===== config.mk =====
export PLATFORM = sky130hd
export DESIGN_NAME = game_clock_score_flat
export DESIGN_NICKNAME = d
export VERILOG_FILES = /design/src/rtl/game_clock_score_if.sv /design/src/rtl/game_clock_score.sv /design/src/flat_wrapper.sv
export SDC_FILE = /design/constraint.sdc
export NUM_CORES = 1
export LEC_CHECK = 0
export BUFFER_PORTS_ARGS = -buffer_cell sky130_fd_sc_hd__buf_4
export CAP_MARGIN = 20
export CORE_ASPECT_RATIO = 1.75
export CORE_UTILIZATION = 30
export CTS_BUF_LIST = sky130_fd_sc_hd__clkbuf_16
export DETAILED_ROUTE_END_ITERATION = 6
export PLACE_DENSITY_LB_ADDON = 0.2
export SYNTH_ARGS = -nofsm -noshare
export SYNTH_HDL_FRONTEND = slang
export SYNTH_SLANG_ARGS = --single-unit

===== constraint.sdc =====
create_clock -name clk -period 4.3 [get_ports clk]
set_input_delay 0.43 -clock clk [delete_from_list [all_inputs] [get_ports clk]]
set_output_delay 0.43 -clock clk [all_outputs]
set_load 0.1 [all_outputs]

===== src/rtl/game_clock_score_if.sv =====
// Game-event inputs and score_display drive signals for game_clock_score.
// master = game logic / display side, slave = game_clock_score.
interface game_clock_score_if;
    logic        start;
    logic        pause;
    logic        mode_toggle;
    logic        pts_valid;
    logic [7:0]  pts;
    logic [13:0] num1;
    logic [6:0]  num2;
    logic        mode;
    logic        enable;
    logic        time_up;

    modport master (
        output start, pause, mode_toggle, pts_valid, pts,
        input  num1, num2, mode, enable, time_up
    );

    modport slave (
        input  start, pause, mode_toggle, pts_valid, pts,
        output num1, num2, mode, enable, time_up
    );
endinterface


===== src/rtl/game_clock_score.sv =====
// Countdown game clock (mm:ss) and saturating point accumulator.
// Drives num1/num2/mode/enable of score_display.
module game_clock_score #(
    parameter int unsigned CLK_HZ       = 100_000_000,
    parameter int unsigned GAME_SECONDS = 120
) (
    input logic                clk,
    input logic                reset,
    game_clock_score_if.slave  gcs_io
);
    localparam int unsigned PreW = (CLK_HZ > 1) ? $clog2(CLK_HZ) : 1;
    localparam logic [PreW-1:0] PreMax   = PreW'(CLK_HZ - 1);
    localparam logic [6:0]      MmInit   = 7'(GAME_SECONDS / 60);
    localparam logic [5:0]      SsInit   = 6'(GAME_SECONDS % 60);
    localparam logic [13:0]     ScoreMax = 14'd9999;

    typedef enum logic [1:0] {StIdle, StRun, StPaused, StOver} state_e;

    state_e            state_q, state_d;
    logic [6:0]        mm_q, mm_d;
    logic [5:0]        ss_q, ss_d;
    logic [13:0]       score_q, score_d;
    logic [PreW-1:0]   pre_q, pre_d;
    logic              mode_q, mode_d;
    logic [13:0]       num1_q, num1_d;
    logic [6:0]        num2_q, num2_d;
    logic              enable_q, enable_d;
    logic              time_up_q, time_up_d;
    logic              sec_tick;
    logic [14:0]       sum;

    always_comb begin
        state_d   = state_q;
        mm_d      = mm_q;
        ss_d      = ss_q;
        score_d   = score_q;
        pre_d     = pre_q;
        mode_d    = mode_q ^ gcs_io.mode_toggle;
        time_up_d = 1'b0;
        sum       = {1'b0, score_q} + {7'b0, gcs_io.pts};
        sec_tick  = (state_q == StRun) && (pre_q == PreMax);

        // Outputs follow the current registered state, one cycle behind.
        num1_d    = mode_q ? score_q : {8'b0, ss_q};
        num2_d    = mode_q ? 7'd0 : {1'b0, mm_q};
        enable_d  = (state_q != StIdle);

        unique case (state_q)
            StIdle, StOver: begin
                if (gcs_io.start) begin
                    state_d = StRun;
                    mm_d    = MmInit;
                    ss_d    = SsInit;
                    score_d = '0;
                    pre_d   = '0;
                end
            end
            StRun: begin
                pre_d = sec_tick ? '0 : pre_q + PreW'(1);
                if (gcs_io.pts_valid) begin
                    score_d = (sum > {1'b0, ScoreMax}) ? ScoreMax : sum[13:0];
                end
                if (gcs_io.pause) begin
                    state_d = StPaused;
                end
                if (sec_tick) begin
                    if (ss_q != 6'd0) begin
                        ss_d = ss_q - 6'd1;
                    end else begin
                        mm_d = mm_q - 7'd1;
                        ss_d = 6'd59;
                    end
                    // Reaching 00:00 overrides a same-cycle pause and mode toggle.
                    if (ss_d == 6'd0 && mm_d == 7'd0) begin
                        state_d   = StOver;
                        time_up_d = 1'b1;
                        mode_d    = 1'b1;
                    end
                end
            end
            StPaused: begin
                if (gcs_io.pause) begin
                    state_d = StRun;
                end
            end
            default: state_d = StIdle;
        endcase
    end

    always_ff @(posedge clk) begin
        if (reset) begin
            state_q   <= StIdle;
            mm_q      <= MmInit;
            ss_q      <= SsInit;
            score_q   <= '0;
            pre_q     <= '0;
            mode_q    <= 1'b0;
            num1_q    <= {8'b0, SsInit};
            num2_q    <= MmInit;
            enable_q  <= 1'b0;
            time_up_q <= 1'b0;
        end else begin
            state_q   <= state_d;
            mm_q      <= mm_d;
            ss_q      <= ss_d;
            score_q   <= score_d;
            pre_q     <= pre_d;
            mode_q    <= mode_d;
            num1_q    <= num1_d;
            num2_q    <= num2_d;
            enable_q  <= enable_d;
            time_up_q <= time_up_d;
        end
    end

    assign gcs_io.num1    = num1_q;
    assign gcs_io.num2    = num2_q;
    assign gcs_io.mode    = mode_q;
    assign gcs_io.enable  = enable_q;
    assign gcs_io.time_up = time_up_q;
endmodule


===== src/flat_wrapper.sv =====
// flat-port wrapper written by rule: the top's interface ports become plain ports
module game_clock_score_flat 
#(
    parameter int unsigned CLK_HZ       = 100_000_000,
    parameter int unsigned GAME_SECONDS = 120
)
  (clk, reset, gcs_io_start, gcs_io_pause, gcs_io_mode_toggle, gcs_io_pts_valid, gcs_io_pts, gcs_io_num1, gcs_io_num2, gcs_io_mode, gcs_io_enable, gcs_io_time_up);
  game_clock_score_if gcs_io_i ();
  input logic clk;
  input logic reset;
  input wire logic [$bits(gcs_io_i.start)-1:0] gcs_io_start;
  input wire logic [$bits(gcs_io_i.pause)-1:0] gcs_io_pause;
  input wire logic [$bits(gcs_io_i.mode_toggle)-1:0] gcs_io_mode_toggle;
  input wire logic [$bits(gcs_io_i.pts_valid)-1:0] gcs_io_pts_valid;
  input wire logic [$bits(gcs_io_i.pts)-1:0] gcs_io_pts;
  output wire logic [$bits(gcs_io_i.num1)-1:0] gcs_io_num1;
  output wire logic [$bits(gcs_io_i.num2)-1:0] gcs_io_num2;
  output wire logic [$bits(gcs_io_i.mode)-1:0] gcs_io_mode;
  output wire logic [$bits(gcs_io_i.enable)-1:0] gcs_io_enable;
  output wire logic [$bits(gcs_io_i.time_up)-1:0] gcs_io_time_up;
  assign gcs_io_i.start = gcs_io_start;
  assign gcs_io_i.pause = gcs_io_pause;
  assign gcs_io_i.mode_toggle = gcs_io_mode_toggle;
  assign gcs_io_i.pts_valid = gcs_io_pts_valid;
  assign gcs_io_i.pts = gcs_io_pts;
  assign gcs_io_num1 = gcs_io_i.num1;
  assign gcs_io_num2 = gcs_io_i.num2;
  assign gcs_io_mode = gcs_io_i.mode;
  assign gcs_io_enable = gcs_io_i.enable;
  assign gcs_io_time_up = gcs_io_i.time_up;
  game_clock_score #(.CLK_HZ(CLK_HZ), .GAME_SECONDS(GAME_SECONDS)) u_core (.clk(clk), .reset(reset), .gcs_io(gcs_io_i));
endmodule

# [Word-level counts from Yosys, hierarchy flattened]
# Index checks and enable logic that the tools add are counted.
[totals] ff_bits=80 latch_bits=0 ram_bits=0 mem_bits_ro=0 in_bits=14 output_inout_bits=24 n_memories=0
[classes] addsub=4 mul=0 n_div=0 magnitude_cmp=1 n_eq_ne=8 shift=0 muxes=31 n_bitwise=4 reduce_logical=16
[ops] operator="$mux 27" count=2
[ops] operator="$pmux 27 s2" count=1
[ops] operator="$mux 14" count=3
[ops] operator="$mux 6" count=6
[ops] operator="$mux 7" count=5
[ops] operator="$pmux 14 s2" count=1
[ops] operator="$add 27x1->27 const B" count=1
[ops] operator="$eq 27x27->1 const B" count=1
[ops] operator="$add 14x8->15" count=1
[ops] operator="$gt 15x14->1 const B" count=1
[ops] operator="$pmux 7 s2" count=1
[ops] operator="$mux 2" count=6
[ops] operator="$pmux 6 s2" count=1
[ops] operator="$logic_not 7->1" count=1
[ops] operator="$sub 7x1->7 const B" count=1
[ops] operator="$logic_not 6->1" count=1
[ops] operator="$ne 2x2->1 const B" count=3
[ops] operator="$pmux 2 s3" count=1
[ops] operator="$reduce_and 3->1" count=2
[ops] operator="$reduce_bool 6->1" count=1
[ops] operator="$reduce_or 2->1" count=3
[ops] operator="$sub 6x1->6 const B" count=1
[ops] operator="$eq 2x2->1 const B" count=2
[ops] operator="$mux 1" count=4
[ops] operator="9 further kinds" count=14

# [Longest topological paths before layout]
[depth] depth_word=9 mapped_depth=11

# [Least setup slack after synthesis]
# OpenSTA, ideal clock, no wires.
[synth_path] path_kind="input to register" from="input gcs_io_pts[0]" to="register u_core.score_q[12]" setup_time_ps=117 t_arrival_ps=2779 required_ps=4183 slack_ps=1404 path_stages=11 cell_sequence="ha_1 inv_1 fa_1 nor2b_4 o211a_1 a2bb2oi_1 xnor2_1 o311ai_1 o31ai_2 o21ai_0 a32o_1"
[synth_between] elab_chain_len=5
[synth_lines] element="start, declared" line_no="flat_wrapper.sv:15" rtl="input wire logic [$bits(gcs_io_i.pts)-1:0] gcs_io_pts;"
[synth_lines] element="$add 14x8->15 (*)" line_no="game_clock_score.sv:40" rtl="sum = {1'b0, score_q} + {7'b0, gcs_io.pts};"
[synth_lines] element="$gt 15x14->1" line_no="game_clock_score.sv:61" rtl="score_d = (sum > {1'b0, ScoreMax}) ? ScoreMax : sum[13:0];"
[synth_lines] element="$mux 14 (*)" line_no="game_clock_score.sv:61"
[synth_lines] element="$mux 14 (*)" line_no="game_clock_score.sv:60" rtl="if (gcs_io.pts_valid) begin"
[synth_lines] element="$pmux 14 s2 (*)" line_no="game_clock_score.sv:48" rtl="unique case (state_q)"
[synth_lines] element="end signal, assigned" line_no="game_clock_score.sv:106" rtl="score_q <= score_d;"
[synth_lines] element="end, declared" line_no="game_clock_score.sv:22" rtl="logic [13:0] score_q, score_d;"
# Mark *: on every way between the ends. The rest lies on a longest branch, timed or not. The select of a mux whose other input is x is not followed.
# A chain may end at the register's enable or synchronous reset.

# [Worst setup path after layout]
[layout_path] from="register u_core.score_q[0]" to="register u_core.score_q[4]"
[layout_between] elab_chain_len=5
[layout_lines] element="$add 14x8->15 (*)" line_no="game_clock_score.sv:40"
[layout_lines] element="$gt 15x14->1" line_no="game_clock_score.sv:61"
[layout_lines] element="$mux 14 (*)" line_no="game_clock_score.sv:61"
[layout_lines] element="$mux 14 (*)" line_no="game_clock_score.sv:60"
[layout_lines] element="$pmux 14 s2 (*)" line_no="game_clock_score.sv:48"
# Marks and branches as above.

==> results.yml <==
drt:
  drt_iter0_drc: 109
  vias_per_cell: 5.19
  ant_nets: 0
  wl_per_cell_um: 15.8
  firstDrtPassIters: 4
  drcViolationCount: 0
  routed_wl_um: 10900
  vias: 3586
synthesis:
  syn_area_mm2: 0.00418
  synthTopCellsByCount: "dfxtp_1, nor2_1, nand2_1"
  synth_edf_count: 0
  synth_top_area_cell: "dfxtp_1"
  syn_area_per_cell_um2: 8.67
  async_reset_ff_share_pct: 0
  ys_ff_latch: 80
  syn_nets: 512
  ys_top_cells_by_area: "dfxtp_1, nor2_1, ha_1"
  yosysSeqAreaShare_pct: 38.3
  ys_types: 73
  synth_cells: 482
  yosysMostFrequentCell: "dfxtp_1"
  synthDominantCellAreaShare_pct: 38.3
  synth_top_flop_cell: "dfxtp_1"
  synth_warnings: 0
critical_path:
  cp.required_ns: 4.52
  path_class: "register to register"
  reg2reg_slack_ns: 1.11
  slowest_delay_ns: 0.57
  critPathBufInv: 1
  cp.arrival_ns: 3.41
  cp_cell_sequence: "ha_1, inv_1, fa_1, nor2b_4, o211a_1, a2bb2oi_1, xnor2_1, o311ai_1, o31ai_2, nor3_4, a32o_1"
  slowest_stage: "o31ai_2"
  critPathLaunchType: "register"
  endpoint_kind: "register"
  path_delay_family: "compound AO/OA/AOI/OAI gates"
  path_max_fanout: 9
sta:
  finClkSkew_ns: 0.00685
  setup_ws_ns: 1.11
  final-setup-viol-count: 0
  max_freq_mhz: 313
  hold_viol: 0
  post-route-period-util_pct: 74.2
  tightest_slew_ns: 0.848
  hold_slack_ns: 0.391
  min_period_ns: 3.19
  finalSetupTns_ns: 0
  slew_violations: 0
  slew_headroom_pct: 43.1
  rsz0062_at_grt: "no"
floorplanning:
  initial_core_util_pct: 30.9
  die_h_um: 158
  die_area_mm2: 0.0144
  core_mm2: 0.0135
  fp.dieW_um: 91.2
  rows: 56
  ioPinCount: 38
placed_design:
  io_buffers: 37
  dpl.hpwl_um: 8160
  place.gp.congestion: 0.837
  place_ws_ns: 0.971
  dpl_cell_area_mm2: 0.00460
clock_tree:
  hold_buffers: 0
  htreeDepth: 3
  numClockSinks: 80
  clock_latency_ns: 0.33
  post_cts_resized: 0
  numCtsBuffers: 9
  cts_root_buffer: "clkbuf_16"
  post-cts-setup-buffers: 0
  clkTransAtPathRegs_ns: 0.06
  clk_path_buf_depth: 2
  cts_tree: "built"
cells_and_area:
  insertedDiodeCount: 0
  postLayoutCoreUtil_pct: 36.7
  syn_to_final_growth_pct: 18.8
  fin_nets: 542
  design_area_mm2: 0.00496
  drive_gt1_share_pct: 14.3
status:
  status: "finished clean"
power_and_ir_drop:
  p_leak_uw: 0.00188
  p_per_area_mw_per_mm2: 446
  ir_worst_vdd_mv: 0.237
  pwr-share-clk_pct: 42.1
  combinationalPowerShare_pct: 21.2
  pwr-share-seq_pct: 36.6
  p_int_uw: 1550
  switchingPower_uw: 664
  swShare_pct: 30.0
grt:
  grt_pass1_vias: 3700
  antenna_found_initial: 0
  grt_pass1_wl_um: 18200
  overflow: 0
  grt_max_degree: 33
  grt.total_usage_pct: 16.2
flow_run:
  maxCapViolCount: 0
hold_path:
  worstHoldPathType: "input port to register"
## through the flow
step | total power (uW) | std cells
after floorplan | 1170 | 482
final | 2210 | 691
after CTS | 2240 | 691
after global routing | 2320 | 691
after global placement | 1290 | 675
after detailed placement | 1300 | 675
## cell type report
cell class / count / area [um2]
Fill cell: 1392 / 8560
Tap cell: 174 / 218
Sequential cell: 80 / 1600
Clock buffer: 9 / 225
Clock inverter: 7 / 135
Multi-Input combinational cell: 365 / 2430
Inverter: 18 / 67.6
Timing Repair Buffer: 38 / 285
## power by group through the flow
stage               Sequential, uW  Combinational (uW)  Clock (uW)
floorplan                      868                 306           0
global placement               827                 468           0
detailed placement             827                 470           0
CTS                            810                 473         960
global route                   816                 524         984
finish                         810                 470         931
## tightest hold or removal path: cells and delay by family
kind                      cells  cell delay (ns)
buffers and inverters         1             0.09
xor gates and xnor gates      1             0.06
AOI/OAI and AO/OA             1             0.10
## placed cells by master (no fill, tap or decap), types with 9 or more instances in the layout
| master | Yosys | final |
|---|---|---|
| dfxtp_1 | 80 | 80 |
| nor2_1 | 61 | 61 |
| buf_4 | 0 | 38 |
| nand2_1 | 34 | 34 |
| a21oi_1 | 27 | 27 |
| o21ai_0 | 27 | 27 |
| xor2_1 | 20 | 20 |
| inv_1 | 17 | 18 |
| nand3_1 | 18 | 18 |
| and2_1 | 16 | 16 |
| ha_1 | 15 | 15 |
| nand4_1 | 13 | 13 |
| xnor2_1 | 11 | 11 |
| clkbuf_16 | 0 | 9 |
## final timing paths
kind,start,depth (start not counted),endpoint
worst min-delay path,gcs_io_mode_toggle,3,u_core.gcs_io.mode
worst min register to register,u_core.state_q[0],2,u_core.state_q[0]
worst max register to register,u_core.score_q[0],11,u_core.score_q[4]
worst max-delay path,u_core.score_q[0],11,u_core.score_q[4]
## kinds of logic (layout without fill, tap and decap cells)
| group | Yosys count | after routing | synth area share (%) |
|---|---|---|---|
| xor+xnor | 31 | 31 | 6.50 |
| flops | 80 | 80 | 38.3 |
| simple gates | 189 | 189 | 23.9 |
| fa+ha+maj | 16 | 16 | 4.97 |
| buf+inv | 37 | 72 | 3.50 |
| mux | 8 | 8 | 1.95 |
| compound gates | 121 | 121 | 20.8 |
## registers in the layout, summed over array words and instances, names as in the netlist
register and flops:
u_core.mm_q 7, u_core.score_q 14, u_core.gcs_io.enable 1, u_core.gcs_io.mode 1
u_core.ss_q 6, u_core.pre_q 27, u_core.gcs_io.num2 7, u_core.gcs_io.num1 14
u_core.state_q 2, u_core.gcs_io.time_up 1
## per-layer routing
metal | share of wire, % | track usage, % | up-vias
li1 | - | - | 1812
met1 | 40 | 16.7 | 1681
met2 | 54 | 30.7 | 68
met3 | 2.0 | 2.69 | 25
met4 | 3.8 | 9.45 | 0
met5 | 0 | 0 | -
No activity file was read; power rests on OpenSTA's default activity.
